[src/rtl/isa_pkg.sv]
// Shared ISA field layout, format tags and loader FSM states for the encoder/decoder pair.
package isa_pkg;

    localparam int unsigned INSN_W = 32;
    localparam int unsigned OPC_W  = 5;
    localparam int unsigned REG_W  = 5;
    localparam int unsigned IMM_W  = 17;
    localparam int unsigned TGT_W  = 27;

    localparam int unsigned OPC_HI   = 31;
    localparam int unsigned OPC_LO   = 27;
    localparam int unsigned RD_HI    = 26;
    localparam int unsigned RD_LO    = 22;
    localparam int unsigned RS_HI    = 21;
    localparam int unsigned RS_LO    = 17;
    localparam int unsigned RT_HI    = 16;
    localparam int unsigned RT_LO    = 12;
    localparam int unsigned SHAMT_HI = 11;
    localparam int unsigned SHAMT_LO = 7;
    localparam int unsigned ALUOP_HI = 6;
    localparam int unsigned ALUOP_LO = 2;
    localparam int unsigned IMM_HI   = 16;
    localparam int unsigned IMM_LO   = 0;
    localparam int unsigned TGT_HI   = 26;
    localparam int unsigned TGT_LO   = 0;

    typedef enum logic [1:0] {
        FMT_R   = 2'd0,
        FMT_I   = 2'd1,
        FMT_JI  = 2'd2,
        FMT_JII = 2'd3
    } fmt_e;

    typedef enum logic [1:0] {
        ST_IDLE  = 2'd0,
        ST_LOAD  = 2'd1,
        ST_DRAIN = 2'd2,
        ST_DONE  = 2'd3
    } ld_state_e;

endpackage

[src/rtl/insn_encoder_loader_if.sv]
// Field-bundle input stream plus instruction-memory write port of the loader.
interface insn_encoder_loader_if
    import isa_pkg::*;
#(
    parameter int unsigned ADDR_W = 12
) ();

    logic              in_valid;
    logic              in_ready;
    fmt_e              in_fmt;
    logic [OPC_W-1:0]  in_opcode;
    logic [REG_W-1:0]  in_rd;
    logic [REG_W-1:0]  in_rs;
    logic [REG_W-1:0]  in_rt;
    logic [REG_W-1:0]  in_shamt;
    logic [REG_W-1:0]  in_aluop;
    logic [IMM_W-1:0]  in_imm;
    logic [TGT_W-1:0]  in_target;
    logic              in_last;

    logic              imem_we;
    logic              imem_ready;
    logic [ADDR_W-1:0] imem_addr;
    logic [INSN_W-1:0] imem_data;

    modport master (
        output in_valid, in_fmt, in_opcode, in_rd, in_rs, in_rt, in_shamt,
               in_aluop, in_imm, in_target, in_last, imem_ready,
        input  in_ready, imem_we, imem_addr, imem_data
    );

    modport slave (
        input  in_valid, in_fmt, in_opcode, in_rd, in_rs, in_rt, in_shamt,
               in_aluop, in_imm, in_target, in_last, imem_ready,
        output in_ready, imem_we, imem_addr, imem_data
    );

endinterface

[src/rtl/insn_pack.sv]
// Combinational packer: format tag plus instruction fields -> 32-bit instruction word.
module insn_pack
    import isa_pkg::*;
(
    input  fmt_e              fmt,
    input  logic [OPC_W-1:0]  opcode,
    input  logic [REG_W-1:0]  rd,
    input  logic [REG_W-1:0]  rs,
    input  logic [REG_W-1:0]  rt,
    input  logic [REG_W-1:0]  shamt,
    input  logic [REG_W-1:0]  aluop,
    input  logic [IMM_W-1:0]  imm,
    input  logic [TGT_W-1:0]  target,
    output logic [INSN_W-1:0] insn_c
);

    // Unused bit positions of each format stay zero.
    always_comb begin : pack
        insn_c                 = '0;
        insn_c[OPC_HI:OPC_LO]  = opcode;
        unique case (fmt)
            FMT_R: begin
                insn_c[RD_HI:RD_LO]       = rd;
                insn_c[RS_HI:RS_LO]       = rs;
                insn_c[RT_HI:RT_LO]       = rt;
                insn_c[SHAMT_HI:SHAMT_LO] = shamt;
                insn_c[ALUOP_HI:ALUOP_LO] = aluop;
            end
            FMT_I: begin
                insn_c[RD_HI:RD_LO]   = rd;
                insn_c[RS_HI:RS_LO]   = rs;
                insn_c[IMM_HI:IMM_LO] = imm;
            end
            FMT_JI: begin
                insn_c[TGT_HI:TGT_LO] = target;
            end
            FMT_JII: begin
                insn_c[RD_HI:RD_LO] = rd;
            end
        endcase
    end

endmodule

[src/rtl/insn_encoder_loader.sv]
// Program loader: packs field bundles into instruction words and streams them into imem.
// Optional running XOR checksum output when ENC_CHECKSUM_EN is defined.
module insn_encoder_loader
    import isa_pkg::*;
#(
    parameter int unsigned ADDR_W    = 12,
    parameter int unsigned WORDS_MAX = 4096
) (
    input  logic                  clock,
    input  logic                  reset,
    input  logic                  start,
    input  logic [ADDR_W-1:0]     base_addr,
    insn_encoder_loader_if.slave  bus,
    output logic                  busy,
    output logic                  done,
    output logic                  overflow,
    output logic [ADDR_W:0]       word_count
`ifdef ENC_CHECKSUM_EN
    ,
    output logic [INSN_W-1:0]     checksum
`endif
);

    localparam int unsigned        CNT_W     = ADDR_W + 1;
    localparam logic [ADDR_W-1:0]  ADDR_LAST = '1;
    localparam logic [CNT_W-1:0]   CNT_MAX   = CNT_W'(WORDS_MAX);

    ld_state_e          state_q, state_d;
    logic               out_valid_q, out_valid_d;
    logic [INSN_W-1:0]  out_data_q, out_data_d;
    logic [ADDR_W-1:0]  out_addr_q, out_addr_d;
    logic [ADDR_W-1:0]  acc_addr_q, acc_addr_d;
    logic [CNT_W-1:0]   acc_cnt_q, acc_cnt_d;
    logic [CNT_W-1:0]   word_count_q, word_count_d;
    logic               overflow_q, overflow_d;
    logic               busy_q, busy_d;
    logic               done_q, done_d;
`ifdef ENC_CHECKSUM_EN
    logic [INSN_W-1:0]  checksum_q, checksum_d;
`endif

    logic [INSN_W-1:0]  insn_c;
    logic               in_ready_c;
    logic               accept_c;
    logic               wr_done_c;
    logic               start_c;
    logic               cnt_hit_c;
    logic               addr_hit_c;
    logic               end_c;
    logic               ovf_set_c;

    insn_pack u_pack (
        .fmt    (bus.in_fmt),
        .opcode (bus.in_opcode),
        .rd     (bus.in_rd),
        .rs     (bus.in_rs),
        .rt     (bus.in_rt),
        .shamt  (bus.in_shamt),
        .aluop  (bus.in_aluop),
        .imm    (bus.in_imm),
        .target (bus.in_target),
        .insn_c (insn_c)
    );

    // Handshake decode; a session closes on the accept of its last, WORDS_MAX-th or top-address word.
    always_comb begin : handshake
        in_ready_c = (state_q == ST_LOAD) && (!out_valid_q || bus.imem_ready);
        accept_c   = in_ready_c && bus.in_valid;
        wr_done_c  = out_valid_q && bus.imem_ready;
        start_c    = start && ((state_q == ST_IDLE) || (state_q == ST_DONE));
        cnt_hit_c  = (acc_cnt_q + CNT_W'(1)) == CNT_MAX;
        addr_hit_c = acc_addr_q == ADDR_LAST;
        end_c      = accept_c && (bus.in_last || cnt_hit_c || addr_hit_c);
        ovf_set_c  = accept_c && !bus.in_last && (cnt_hit_c || addr_hit_c);
    end

    always_ff @(posedge clock) begin : fsm_reg
        if (reset) begin
            state_q <= ST_IDLE;
        end else begin
            state_q <= state_d;
        end
    end

    always_comb begin : fsm_next
        state_d = state_q;
        unique case (state_q)
            ST_IDLE:  if (start_c) state_d = ST_LOAD;
            ST_LOAD:  if (end_c) state_d = ST_DRAIN;
            ST_DRAIN: if (!out_valid_q || bus.imem_ready) state_d = ST_DONE;
            ST_DONE:  if (start_c) state_d = ST_LOAD;
        endcase
    end

    always_comb begin : fsm_out
        out_valid_d  = out_valid_q;
        out_data_d   = out_data_q;
        out_addr_d   = out_addr_q;
        acc_addr_d   = acc_addr_q;
        acc_cnt_d    = acc_cnt_q;
        word_count_d = word_count_q;
        overflow_d   = overflow_q;
`ifdef ENC_CHECKSUM_EN
        checksum_d   = checksum_q;
`endif
        busy_d       = (state_d == ST_LOAD);
        done_d       = (state_d == ST_DONE);

        if (start_c) begin
            acc_addr_d   = base_addr;
            acc_cnt_d    = '0;
            word_count_d = '0;
            overflow_d   = 1'b0;
`ifdef ENC_CHECKSUM_EN
            checksum_d   = '0;
`endif
        end

        if (wr_done_c) begin
            out_valid_d  = 1'b0;
            word_count_d = word_count_q + CNT_W'(1);
`ifdef ENC_CHECKSUM_EN
            checksum_d   = checksum_q ^ out_data_q;
`endif
        end

        // Accept refills the output register in the same cycle a write retires.
        if (accept_c) begin
            out_valid_d = 1'b1;
            out_data_d  = insn_c;
            out_addr_d  = acc_addr_q;
            acc_cnt_d   = acc_cnt_q + CNT_W'(1);
            if (!addr_hit_c) begin
                acc_addr_d = acc_addr_q + ADDR_W'(1);
            end
        end

        if (ovf_set_c) begin
            overflow_d = 1'b1;
        end
    end

    always_ff @(posedge clock) begin : data_reg
        if (reset) begin
            out_valid_q  <= 1'b0;
            out_data_q   <= '0;
            out_addr_q   <= '0;
            acc_addr_q   <= '0;
            acc_cnt_q    <= '0;
            word_count_q <= '0;
            overflow_q   <= 1'b0;
            busy_q       <= 1'b0;
            done_q       <= 1'b0;
`ifdef ENC_CHECKSUM_EN
            checksum_q   <= '0;
`endif
        end else begin
            out_valid_q  <= out_valid_d;
            out_data_q   <= out_data_d;
            out_addr_q   <= out_addr_d;
            acc_addr_q   <= acc_addr_d;
            acc_cnt_q    <= acc_cnt_d;
            word_count_q <= word_count_d;
            overflow_q   <= overflow_d;
            busy_q       <= busy_d;
            done_q       <= done_d;
`ifdef ENC_CHECKSUM_EN
            checksum_q   <= checksum_d;
`endif
        end
    end

    assign bus.in_ready  = in_ready_c;
    assign bus.imem_we   = out_valid_q;
    assign bus.imem_addr = out_addr_q;
    assign bus.imem_data = out_data_q;
    assign busy          = busy_q;
    assign done          = done_q;
    assign overflow      = overflow_q;
    assign word_count    = word_count_q;
`ifdef ENC_CHECKSUM_EN
    assign checksum      = checksum_q;
`endif

endmodule

[src/flat_wrapper.sv]
// flat-port wrapper written by rule: the top's interface ports become plain ports
module insn_encoder_loader_flat import isa_pkg::*;
#(
    parameter int unsigned ADDR_W    = 12,
    parameter int unsigned WORDS_MAX = 4096
)
  (clock, reset, start, base_addr, busy, done, overflow, word_count, bus_in_valid, bus_in_fmt, bus_in_opcode, bus_in_rd, bus_in_rs, bus_in_rt, bus_in_shamt, bus_in_aluop, bus_in_imm, bus_in_target, bus_in_last, bus_imem_ready, bus_in_ready, bus_imem_we, bus_imem_addr, bus_imem_data);
  insn_encoder_loader_if #(.ADDR_W(ADDR_W)) bus_i ();
  input  logic clock;
  input  logic reset;
  input  logic start;
  input  logic [ADDR_W-1:0] base_addr;
  output logic busy;
  output logic done;
  output logic overflow;
  output logic [ADDR_W:0] word_count;
  input wire logic [$bits(bus_i.in_valid)-1:0] bus_in_valid;
  input wire logic [$bits(bus_i.in_fmt)-1:0] bus_in_fmt;
  input wire logic [$bits(bus_i.in_opcode)-1:0] bus_in_opcode;
  input wire logic [$bits(bus_i.in_rd)-1:0] bus_in_rd;
  input wire logic [$bits(bus_i.in_rs)-1:0] bus_in_rs;
  input wire logic [$bits(bus_i.in_rt)-1:0] bus_in_rt;
  input wire logic [$bits(bus_i.in_shamt)-1:0] bus_in_shamt;
  input wire logic [$bits(bus_i.in_aluop)-1:0] bus_in_aluop;
  input wire logic [$bits(bus_i.in_imm)-1:0] bus_in_imm;
  input wire logic [$bits(bus_i.in_target)-1:0] bus_in_target;
  input wire logic [$bits(bus_i.in_last)-1:0] bus_in_last;
  input wire logic [$bits(bus_i.imem_ready)-1:0] bus_imem_ready;
  output wire logic [$bits(bus_i.in_ready)-1:0] bus_in_ready;
  output wire logic [$bits(bus_i.imem_we)-1:0] bus_imem_we;
  output wire logic [$bits(bus_i.imem_addr)-1:0] bus_imem_addr;
  output wire logic [$bits(bus_i.imem_data)-1:0] bus_imem_data;
  assign bus_i.in_valid = bus_in_valid;
  assign bus_i.in_fmt = bus_in_fmt;
  assign bus_i.in_opcode = bus_in_opcode;
  assign bus_i.in_rd = bus_in_rd;
  assign bus_i.in_rs = bus_in_rs;
  assign bus_i.in_rt = bus_in_rt;
  assign bus_i.in_shamt = bus_in_shamt;
  assign bus_i.in_aluop = bus_in_aluop;
  assign bus_i.in_imm = bus_in_imm;
  assign bus_i.in_target = bus_in_target;
  assign bus_i.in_last = bus_in_last;
  assign bus_i.imem_ready = bus_imem_ready;
  assign bus_in_ready = bus_i.in_ready;
  assign bus_imem_we = bus_i.imem_we;
  assign bus_imem_addr = bus_i.imem_addr;
  assign bus_imem_data = bus_i.imem_data;
  insn_encoder_loader #(.ADDR_W(ADDR_W), .WORDS_MAX(WORDS_MAX)) u_core (.clock(clock), .reset(reset), .start(start), .base_addr(base_addr), .bus(bus_i), .busy(busy), .done(done), .overflow(overflow), .word_count(word_count));
endmodule
[config.mk]
export PLATFORM = sky130hd
export DESIGN_NAME = insn_encoder_loader_flat
export DESIGN_NICKNAME = d
export VERILOG_FILES = /design/src/rtl/isa_pkg.sv /design/src/rtl/insn_encoder_loader_if.sv /design/src/rtl/insn_pack.sv /design/src/rtl/insn_encoder_loader.sv /design/src/flat_wrapper.sv
export SDC_FILE = /design/constraint.sdc
export NUM_CORES = 1
export LEC_CHECK = 0
export BUFFER_PORTS_ARGS = -buffer_cell sky130_fd_sc_hd__buf_4
export CELL_PAD_IN_SITES_DETAIL_PLACEMENT = 0
export CELL_PAD_IN_SITES_GLOBAL_PLACEMENT = 1
export CORE_MARGIN = 1
export CORE_UTILIZATION = 38
export CTS_CLUSTER_DIAMETER = 60
export DETAILED_ROUTE_END_ITERATION = 6
export PLACE_DENSITY = 0.94
export RECOVER_POWER = 50
export SYNTH_ARGS = -nofsm -noshare
export SYNTH_HDL_FRONTEND = slang
export SYNTH_HIERARCHICAL = 1
export SYNTH_SLANG_ARGS = --single-unit
[constraint.sdc]
create_clock -name clock -period 5.49 [get_ports clock]
set_clock_uncertainty 0.2 [all_clocks]
set_input_delay 1.098 -clock clock [delete_from_list [all_inputs] [get_ports clock]]
set_output_delay 1.098 -clock clock [all_outputs]
set_load 0.01 [all_outputs]
======== Yosys cells after proc, flatten, opt, wreduce, memory -nomap -nowiden ========
Cells that the tools add are included.
storage, ports and cells
  register bits after elaboration ......... 88
  input port bits ......................... 94
cells by class
  reductions and logical operators ........ 22
  equality and inequality tests ........... 10
  mux-type cells .......................... 17
  add/sub/neg operators ................... 3
operator list
  operator                 number
  $pmux W20 S3             1
  $mux W13                 3
  $mux W12                 3
  $add A13 B1 Y13 const B  2
  $eq A13 B13 Y1 const B   1
  $add A12 B1 Y12 const B  1
  $eq A12 B12 Y1 const B   1
  $eq A2 B2 Y1 const B     5
  $pmux W5 S2              1
  $reduce_bool A2 Y1       4
  $logic_and A1 B1 Y1      7
  $eq A2 B1 Y1 const B     3
  $mux W2                  3
  $pmux W2 S3              1
  $logic_or A1 B1 Y1       5
  $logic_not A2 Y1         2
  $mux W1                  4
  $pmux W2 S2              1
  $reduce_or A3 Y1         1
  $logic_not A1 Y1         2
  $reduce_or A2 Y1         1

======== Logic depth before layout (Yosys ltp) ========
Gate-level depths: netlist of run 1.
  depth after elaboration ................. 8
  gate-level depth with buffers ........... 9

======== Modules after synthesis ========
Netlist of run 1, hierarchy kept.
by module, submodules not included
  module               times used  area each (µm²)  seq. area each (µm²)  cells each
  insn_encoder_loader  1           3985.1           1761.7                515
  insn_pack            1           516.7            0.0                   74

======== Worst setup path after synthesis of run 1 ========
No wires, ideal clock.
  path type ............................... input to register
  from .................................... input bus_imem_ready
  to ...................................... register u_core.acc_addr_q[4]
  arrival ................................. 2.498 ns
  data required time ...................... 5.220 ns
  stages on the path ...................... 8
  library setup time ...................... 0.070 ns
  slack ................................... 2.722 ns
  cell sequence ........................... nand2b_1 -> and3_1 -> clkbuf_1 -> and2_1 -> clkbuf_1 -> nor2_1 -> a22oi_1 -> a21oi_1
between the ends
  longest elaborated chain between the ends .. 4
ends and longest elaborated chain
  item                    RTL line                    RTL
  start: declaration      flat_wrapper.sv:28          input wire logic [$bits(bus_i.imem_ready)-1:0] bus_imem_ready;
  $logic_or A1 B1 Y1      insn_encoder_loader.sv:67   in_ready_c = (state_q == ST_LOAD) && (!out_valid_q || bus.imem_ready);
  $logic_and A1 B1 Y1     insn_encoder_loader.sv:67
  $logic_and A1 B1 Y1     insn_encoder_loader.sv:68   accept_c = in_ready_c && bus.in_valid;
  $mux W12                insn_encoder_loader.sv:128  if (accept_c) begin
  end signal: assignment  insn_encoder_loader.sv:161  acc_addr_q <= acc_addr_d;
  end: declaration        insn_encoder_loader.sv:32   logic [ADDR_W-1:0] acc_addr_q, acc_addr_d;
No other way between the ends.
A chain may end at the register's enable or synchronous reset.

======== Final worst setup path of run 1 ========
  from .................................... input bus_imem_ready
  to ...................................... register u_core.busy_q (netlist: u_core/busy)
between the ends
  longest elaborated chain between the ends .. 7
  elaborated cells on any way between the ends .. 8
ends and longest elaborated chain
  item                    RTL line                                              RTL
  $logic_or A1 B1 Y1 (*)  insn_encoder_loader.sv:67, insn_encoder_loader.sv:90
  $logic_and A1 B1 Y1     insn_encoder_loader.sv:67
  $logic_and A1 B1 Y1     insn_encoder_loader.sv:68
  $logic_and A1 B1 Y1     insn_encoder_loader.sv:73                             end_c = accept_c && (bus.in_last || cnt_hit_c || addr_hit_c);
  $mux W2                 insn_encoder_loader.sv:89                             ST_LOAD: if (end_c) state_d = ST_DRAIN;
  $pmux W2 S3 (*)         insn_encoder_loader.sv:87                             unique case (state_q)
  $eq A2 B1 Y1 (*)        insn_encoder_loader.sv:106                            busy_d = (state_d == ST_LOAD);
  end signal: assignment  insn_encoder_loader.sv:165                            busy_q <= busy_d;
  end: declaration        insn_encoder_loader.sv:36                             logic busy_q, busy_d;
Mark *: on every way between the ends. The rest lies on a longest branch, timed or not.

==> run_results.csv, run 1 <==
group,metric,value,unit
timing,clock.fmax,283,MHz
synthesis,netlist_area,4500,sq um
placed_design,pre_cts_slack,2070,ps
synthesis,synthSimpleGateAreaFrac,0.257,
die,ios,156,
clocking,clock-sinks,88,
clocking,cts_hold_buf,0,
synthesis,synthCells,589,
synthesis,synth_seq_cells,88,
clocking,h-tree-depth,3,
synthesis,synthArstFlopShare,0,
synthesis,synth-edff-count,0,
grt,antenna_found_initial,0,
timing,worst_slew_pin_slew,1210,ps
timing,setup_tns,0,ps
timing,fin_crit_sh,0.643,
clocking,cts_resized,0,
outcome,status,"complete, no violations",
clocking,cts.path.max_buffers,2,
synthesis,synth_ff_type,"dfxtp_1",
synthesis,synth_top_area_cell,"dfxtp_1",
clocking,cts_tree,"yes",
synthesis,synth_top_family_by_area,"simple AND/OR/NAND/NOR gates",
final_layout,finalNetCount,815,
hold_path,hp-class,"flip-flop to flip-flop",
worst_setup_path,worstSetupPathType,"input port to flip-flop",
worst_setup_path,critPathRequiredTime,5520,ps
worst_setup_path,worstSetupStartpointType,"input port",
clocking,post_cts_buffers,0,
drt,drt-initial-drc-count,275,
timing,setup_viol,0,
drt,drc,0,
power,p_leak,0.00210,uW
synthesis,synth.area.mux_share,0.0150,
synthesis,synth-compound-area-share,0.227,
placed_design,io_buffers,155,
final_layout,n_antenna_cell,0,
grt,track_usage,0.200,
timing,final.min_clock_period,3530,ps
synthesis,synth_warnings,6,
placed_design,dpl.hpwl,8.98,mm
drt,via_per_inst,5.39,
die,die_h,111,microns
worst_setup_path,path_max_fanout,35,
drt,dr.pass1.iters,5,
drt,wl_per_cell,14.5,microns
grt,grt_first_pass_wirelength,20.5,mm
power,ir_drop,0.151,mV
final_layout,final_util,0.496,
grt,grt_max_degree,89,
drt,postRouteAntennaNets,0,
timing,finalHoldViolCount,0,
synthesis,netlist_top_cells_area,"dfxtp_1, nand2_1, a21oi_1",
synthesis,synth_top_area_share,0.391,
timing,timing.final.ws_setup,1960,ps
final_layout,drive_above_1_share,0.182,
timing,relSlewSlack,0.189,
placed_design,place.gp.congestion,0.866,
final_layout,layout_common_cells,"nand2_1, buf_4, dfxtp_1",
worst_setup_path,crit_arrival,3560,ps
synthesis,yosysSeqAreaShare,0.391,
drt,num_vias,4628,
timing,rsz0062_at_grt,"false",
die,start_util,0.393,
worst_setup_path,cp-end-kind,"flip-flop",
drt,wirelength,12.4,mm
flow_run,drv_cap,0,
clocking,cts_buffers,9,
clocking,clock_latency,330,ps
synthesis,synthAdderAreaFrac,0.0278,
clocking,path_clk_slew,60,ps
grt,grt-ovfl-total,0,
power,power_density,349,nW/um^2
die,coreArea,11500,sq um
die,die_area,12300,sq um
grt,first_global_vias,4319,
synthesis,avgSynthCellArea,7.64,sq um
synthesis,synth_fp_nets,693,
clocking,clk_root_buffer_cell,"clkbuf_16",
timing,slew_viol_final,0,
die,rows,39,
final_layout,synthToLayoutAreaGrowth,26.3,%
synthesis,synth_xor_area_frac,0.0136,
die,die_w,111,microns
synthesis,synth_cell_types,52,
final_layout,final_common_cell,"nand2_1",
-- metrics by stage --
step           power, uW  instance area, sq um  cells  hold WS [ps]
2_1_floorplan       1150                  4500    589           253
3_3_place_gp        1330                  5590    843           244
3_5_place_dp        1350                  5590    843           249
4_1_cts             2020                  5920    859           258
5_1_grt             2100                  5690    859           275
6_report            1980                  5690    859           254
-- cell type report --
class                      count  area, sq um
multi-input combinational    446         2430
timing repair buffer         157          946
fill                        1160         5780
clock inverter                 6         91.3
tap                          143          179
clock buffer                  10          239
inverter                       9         33.8
sequential                    88         1760
-- Yosys cell counts, drive strengths merged, types with 2 or more instances --
| cell | n |
|---|---|
| a2111oi | 2 |
| a211oi | 4 |
| a21oi | 85 |
| a222oi | 15 |
| a22oi | 5 |
| a311oi | 6 |
| a31oi | 5 |
| a32oi | 2 |
| a41oi | 2 |
| and2 | 7 |
| and3 | 9 |
| and4 | 6 |
| buf | 16 |
| clkbuf | 30 |
| dfxtp | 88 |
| ha | 10 |
| inv | 9 |
| mux2 | 6 |
| nand2 | 122 |
| nand3 | 25 |
| nand4 | 6 |
| nor2 | 61 |
| nor2b | 3 |
| nor3 | 7 |
| nor4 | 3 |
| o211ai | 3 |
| o21a | 4 |
| o21ai | 27 |
| or2 | 2 |
| xnor2 | 5 |
| xor2 | 2 |
-- metal layers --
layer / vias up / share of wire / GRT usage
li1: 2322 / - / -
met1: 2124 / 0.43 / 0.242
met2: 171 / 0.49 / 0.351
met3: 11 / 0.067 / 0.0410
met4: 0 / 0.011 / 0.0720
met5: - / 0 / 0
-- report_power, final --
part           internal (uW)  total, uW  switching, uW
combinational            198        556            358
clock                    413        666            253
sequential               703        762           58.2
-- critical path, cell delays in order --
cell and delay [ps]:
clkbuf_4 110, nand2b_1 180, nand3_1 860, buf_4 610, nand2_1 130, o21ai_0 130
a21oi_1 230, and3b_1 190
-- cells by family (layout without fill, tap and decap cells) --
| kind of cell | after synthesis | after routing |
|---|---|---|
| xor+xnor | 7 | 7 |
| fa+ha+maj | 10 | 10 |
| flops | 88 | 88 |
| mux | 6 | 6 |
| simple gates | 258 | 258 |
| buf+inv | 55 | 182 |
| compound gates | 165 | 165 |
-- flip-flops by register name, summed over array words and instances (netlist names) --
| signal | flops |
|---|---|
| u_core/word_count | 13 |
| u_core/bus.imem_data | 32 |
| u_core/bus.imem_we | 1 |
| u_core/acc_cnt_q | 13 |
| u_core/done | 1 |
| u_core/bus.imem_addr | 12 |
| u_core/state_q | 2 |
| u_core/busy | 1 |
| u_core/acc_addr_q | 12 |
| u_core/overflow | 1 |
-- final timing paths --
check | endpoint | cells past startpoint | slack [ps] | startpoint
max | u_core/busy | 8 | 1960 | bus_imem_ready
min | u_core/bus.imem_addr[6] | 2 | 250 | u_core/bus.imem_addr[6]
max reg2reg | u_core/busy | 8 | 2280 | u_core/state_q[1]
min reg2reg | u_core/bus.imem_addr[6] | 2 | 250 | u_core/bus.imem_addr[6]
(Power assumes the default switching activity.)
==> inputs of run 2 (changes only) <==
--- a/config.mk
+++ b/config.mk
@@ -9,10 +9,10 @@
 export CELL_PAD_IN_SITES_DETAIL_PLACEMENT = 0
 export CELL_PAD_IN_SITES_GLOBAL_PLACEMENT = 1
 export CORE_MARGIN = 1
-export CORE_UTILIZATION = 38
+export CORE_UTILIZATION = 32
 export CTS_CLUSTER_DIAMETER = 60
 export DETAILED_ROUTE_END_ITERATION = 6
-export PLACE_DENSITY = 0.94
+export PLACE_DENSITY = 0.85
 export RECOVER_POWER = 50
 export SYNTH_ARGS = -nofsm -noshare
 export SYNTH_HDL_FRONTEND = slang
==> constraint.sdc (replaced) <==
create_clock -name clock -period 2.85 [get_ports clock]
set_clock_uncertainty 0.2 [all_clocks]
set_input_delay 0.57 -clock clock [delete_from_list [all_inputs] [get_ports clock]]
set_output_delay 0.57 -clock clock [all_outputs]
set_load 0.01 [all_outputs]
==> run_results.csv, run 2 (synthesis results as in run 1) <==
group,metric,value,unit
die,ios,156,
drt,drc,0,
final_layout,stdcell_count,898,
hold_path,worstHoldStart,"u_core/bus.imem_data[31]",
timing,setup_tns,0,ps
clocking,cts_hold_buf,0,
drt,num_vias,4711,
outcome,status,"complete, no violations",
drt,wirelength,13.3,mm
final_layout,largest_reg_flops,32,
power,combinationalPowerShare,0.286,
grt,grt_first_pass_wirelength,21.3,mm
grt,gr-usage-met2,0.321,
placed_design,placedInstanceArea,5700,sq um
die,die_area,14500,sq um
grt,grtUsageMet1,0.221,
drt,wl_per_cell,14.8,microns
clocking,cts.path.max_buffers,2,
clocking,path_clk_slew,70,ps
drt,via_per_inst,5.25,
worst_setup_path,worstSetupStartpointType,"flip-flop",
timing,finalHoldViolCount,0,
clocking,clock_latency,350,ps
grt,track_usage,0.186,
clocking,post_cts_buffers,0,
worst_setup_path,r2r_slack,180,ps
timing,worst_slew_pin_slew,776,ps
worst_setup_path,slowest_delay,610,ps
final_layout,fin_area,5820,sq um
timing,setup_viol,0,
die,rows,42,
power,netSwitchingFraction,0.335,
power,p_seq_frac,0.371,
grt,grtUsageMet3,0.0505,
timing,final.min_clock_period,2670,ps
placed_design,io_buffers,155,
flow_run,drv_cap,0,
worst_setup_path,r2r_cells,7,
worst_setup_path,slowest_stage,"or4b_4",
clocking,cts_resized,0,
worst_setup_path,r2r_start,"u_core/acc_cnt_q[0]",
hold_path,holdPathStages,2,
final_layout,layout_common_cells,"nand2_1, buf_4, dfxtp_1",
power,power_density,681,nW/um^2
placed_design,dpl.hpwl,9.58,mm
grt,first_global_vias,4456,
die,die_h,121,microns
timing,relSlewSlack,0.483,
drt,dr.pass1.iters,7,
hold_path,holdPathEnd,"u_core/bus.imem_data[31]",
timing,clock.fmax,374,MHz
final_layout,n_antenna_cell,0,
grt,grt-ovfl-total,0,
hold_path,hp-class,"flip-flop to flip-flop",
worst_setup_path,crit_buf_inv,0,
worst_setup_path,crit_family,"compound AO/OA/AOI/OAI gates",
grt,top_usage_layer,"met2",
worst_setup_path,worstSetupPathType,"flip-flop to flip-flop",
worst_setup_path,crit_chain,"ha_1 -> nand3_1 -> o21ai_0 -> a41oi_1 -> or4b_4 -> a2111oi_2 -> a31o_1",
drt,drt-initial-drc-count,330,
clocking,cts_buffers,9,
clocking,cts_tree,"yes",
worst_setup_path,path_max_fanout,7,
power,p_leak,0.00215,uW
placed_design,place.gp.congestion,0.821,
final_layout,synthToLayoutAreaGrowth,29.2,%
die,coreArea,13500,sq um
die,start_util,0.333,
timing,rsz0062_at_grt,"false",
worst_setup_path,cp-end-kind,"flip-flop",
power,p_int,2630,uW
grt,grt_max_degree,68,
power,p_sw,1330,uW
grt,antenna_found_initial,0,
die,die_w,121,microns
power,power_frac_clock,0.343,
final_layout,finalNetCount,821,
final_layout,final_util,0.431,
worst_setup_path,critPathLaunch,"u_core/acc_cnt_q[0]",
final_layout,drive_above_1_share,0.190,
clocking,clk_root_buffer_cell,"clkbuf_16",
timing,fin_crit_sh,0.937,
worst_setup_path,critPathRequiredTime,2940,ps
final_layout,final_common_cell,"nand2_1",
worst_setup_path,rr_endpoint,"u_core/overflow",
timing,slew_viol_final,0,
clocking,clock-sinks,88,
worst_setup_path,crit_arrival,2760,ps
drt,postRouteAntennaNets,0,
power,ir_drop,0.320,mV
placed_design,dp_cells,882,
clocking,h-tree-depth,3,
[run 2: per-stage QoR]
step	setup WS (ps)	hold slack, ps	total power, uW
after floorplan	427	253	2220
after global placement	290	243	2630
after detailed placement	209	247	2680
after CTS	204	253	4050
after global routing	6.72	262	4200
final	180	255	3960
[run 2: area by class of cell]
| class | count | area, sq um |
|---|---|---|
| repair buffers | 163 | 1020 |
| fillers | 1392 | 7690 |
| clock buffers | 9 | 225 |
| inverters | 9 | 33.8 |
| flip-flops and latches | 88 | 1760 |
| clock inverters | 7 | 120 |
| multi-input cells | 446 | 2430 |
| well taps | 176 | 220 |
[run 2: power by group through the flow]
stage / registers (uW) / logic, uW / clock network, uW
6_report: 1470 / 1130 / 1360
5_1_grt: 1490 / 1270 / 1450
4_1_cts: 1470 / 1190 / 1400
3_5_place_dp: 1490 / 1180 / 0
3_3_place_gp: 1490 / 1150 / 0
2_1_floorplan: 1490 / 727 / 0
[run 2: metal layers]
metal / routed length, microns / up-vias
met2: 6530 / 116
li1: - / 2332
met5: 0 / -
met1: 5830 / 2246
met4: 214 / 0
met3: 682 / 17
[run 2: tightest hold or removal path: cells and delay by family, from the launching register on]
kind               cells  cell delay, ps
and+or+nand+nor        1              50
AOI/OAI and AO/OA      1              50
DFF                    1             310
[run 2: worst max path at each step]
| stage | to | slack (ps) | cells after the start |
|---|---|---|---|
| final | u_core/overflow | 180 | 7 |
| after global placement | u_core/overflow | 290 | 7 |
| after floorplan | u_core/overflow | 430 | 7 |
| after detailed placement | u_core/overflow | 210 | 7 |
| after global routing | u_core/overflow | 7 | 7 |
| after CTS | u_core/overflow | 200 | 7 |
==> inputs of run 3 (changes only) <==
--- a/config.mk
+++ b/config.mk
@@ -12,6 +12,7 @@
 export CORE_UTILIZATION = 32
 export CTS_CLUSTER_DIAMETER = 60
 export DETAILED_ROUTE_END_ITERATION = 6
+export MAX_ROUTING_LAYER = met4
 export PLACE_DENSITY = 0.85
 export RECOVER_POWER = 50
 export SYNTH_ARGS = -nofsm -noshare
==> run_results.csv, run 3 (synthesis results as in run 1) <==
group,metric,value,unit
clocking,clk_root_buffer_cell,"clkbuf_16",
timing,slew_viol_final,0,
power,p_leak,0.00215,uW
final_layout,finalNetCount,821,
worst_setup_path,critPathRequiredTime,2940,ps
die,die_h,121,microns
die,die_w,121,microns
drt,num_vias,4703,
power,p_sw,1330,uW
drt,wl_per_cell,14.7,microns
timing,setup_viol,0,
timing,final.min_clock_period,2660,ps
power,power_frac_clock,0.344,
drt,postRouteAntennaNets,0,
clocking,post_cts_buffers,0,
grt,grt_max_degree,68,
grt,grt_first_pass_wirelength,21.4,mm
die,start_util,0.333,
timing,clock.fmax,376,MHz
final_layout,stdcell_count,898,
outcome,status,"complete, no violations",
clocking,cts_hold_buf,0,
drt,via_per_inst,5.24,
placed_design,place.gp.congestion,0.833,
drt,dr.pass1.iters,6,
power,combinationalPowerShare,0.286,
worst_setup_path,worstSetupPathType,"flip-flop to flip-flop",
clocking,cts_tree,"yes",
clocking,clock_latency,350,ps
drt,wirelength,13.2,mm
final_layout,largest_reg_flops,32,
final_layout,synthToLayoutAreaGrowth,29.2,%
die,rows,42,
grt,track_usage,0.192,
die,ios,156,
final_layout,drive_above_1_share,0.190,
placed_design,dpl.hpwl,9.58,mm
final_layout,fillers,1392,
worst_setup_path,path_max_fanout,7,
timing,worst_slew_pin_slew,786,ps
worst_setup_path,cp-end-kind,"flip-flop",
die,coreArea,13500,sq um
power,p_int,2630,uW
final_layout,final_util,0.431,
clocking,cts_resized,0,
power,totalPowerFinal,3960,uW
drt,drc,0,
timing,relSlewSlack,0.476,
power,power_density,681,nW/um^2
worst_setup_path,worstSetupStartpointType,"flip-flop",
final_layout,layout_common_cells,"nand2_1, buf_4, dfxtp_1",
final_layout,final_common_cell,"nand2_1",
clocking,cts_buffers,9,
power,ir_drop,0.326,mV
timing,rsz0062_at_grt,"false",
hold_path,hp-class,"flip-flop to flip-flop",
grt,grt-ovfl-total,0,
clocking,h-tree-depth,3,
power,p_seq_frac,0.370,
power,netSwitchingFraction,0.335,
placed_design,dp_cells,882,
clocking,clock-sinks,88,
worst_setup_path,crit_arrival,2750,ps
grt,first_global_vias,4424,
clocking,cts.path.max_buffers,2,
timing,setup_tns,0,ps
timing,fin_crit_sh,0.934,
final_layout,n_antenna_cell,0,
timing,finalHoldViolCount,0,
drt,drt-initial-drc-count,317,
die,die_area,14500,sq um
grt,antenna_found_initial,0,
clocking,path_clk_slew,70,ps
flow_run,drv_cap,0,
placed_design,io_buffers,155,
==> run 3: layout make-up <==
class / count / area (sq um) / area share
Multi-Input combinational cell: 446 / 2430 / 0.419
Timing Repair Buffer: 163 / 1020 / 0.175
Clock inverter: 7 / 120 / 0.0207
Clock buffer: 9 / 225 / 0.0387
Tap cell: 176 / 220 / 0.0379
Inverter: 9 / 33.8 / 0.00581
Sequential cell: 88 / 1760 / 0.303
==> run 3: worst paths after layout <==
check | cells past startpoint | end | slack (ps) | from
max | 7 | u_core/overflow | 190 | u_core/acc_cnt_q[0]
min | 2 | u_core/bus.imem_data[31] | 260 | u_core/bus.imem_data[31]
max reg2reg | 7 | u_core/overflow | 190 | u_core/acc_cnt_q[0]
min reg2reg | 2 | u_core/bus.imem_data[31] | 260 | u_core/bus.imem_data[31]
==> run 3: metrics by stage <==
stage / setup WS (ps) / area [sq um] / hold WS [ps]
detailed placement: 209 / 5700 / 247
global placement: 290 / 5700 / 243
finish: 189 / 5820 / 255
floorplan: 427 / 4500 / 253
global route: 4.45 / 5820 / 262
CTS: 204 / 6050 / 253
==> run 3: layer usage <==
metal / routed length, microns / up-vias / GRT usage
met5: 0 / - / -
met4: 270 / 0 / 0.0710
met3: 593 / 20 / 0.0439
met2: 6490 / 114 / 0.323
met1: 5850 / 2235 / 0.223
li1: - / 2334 / -
==> run 3: power by group through the flow <==
stage          clock network, uW  registers [uW]  logic, uW
4_1_cts                     1400            1470       1190
2_1_floorplan                  0            1490        727
5_1_grt                     1450            1490       1270
3_3_place_gp                   0            1490       1150
6_report                    1360            1470       1130
3_5_place_dp                   0            1490       1180
==> run 3: worst max-delay path: stages, from the launching register on <==
cell and delay [ps]:
dfxtp_1 420, ha_1 280, nand3_1 200, o21ai_0 230, a41oi_1 150, or4b_4 610
a2111oi_2 380, a31o_1 140
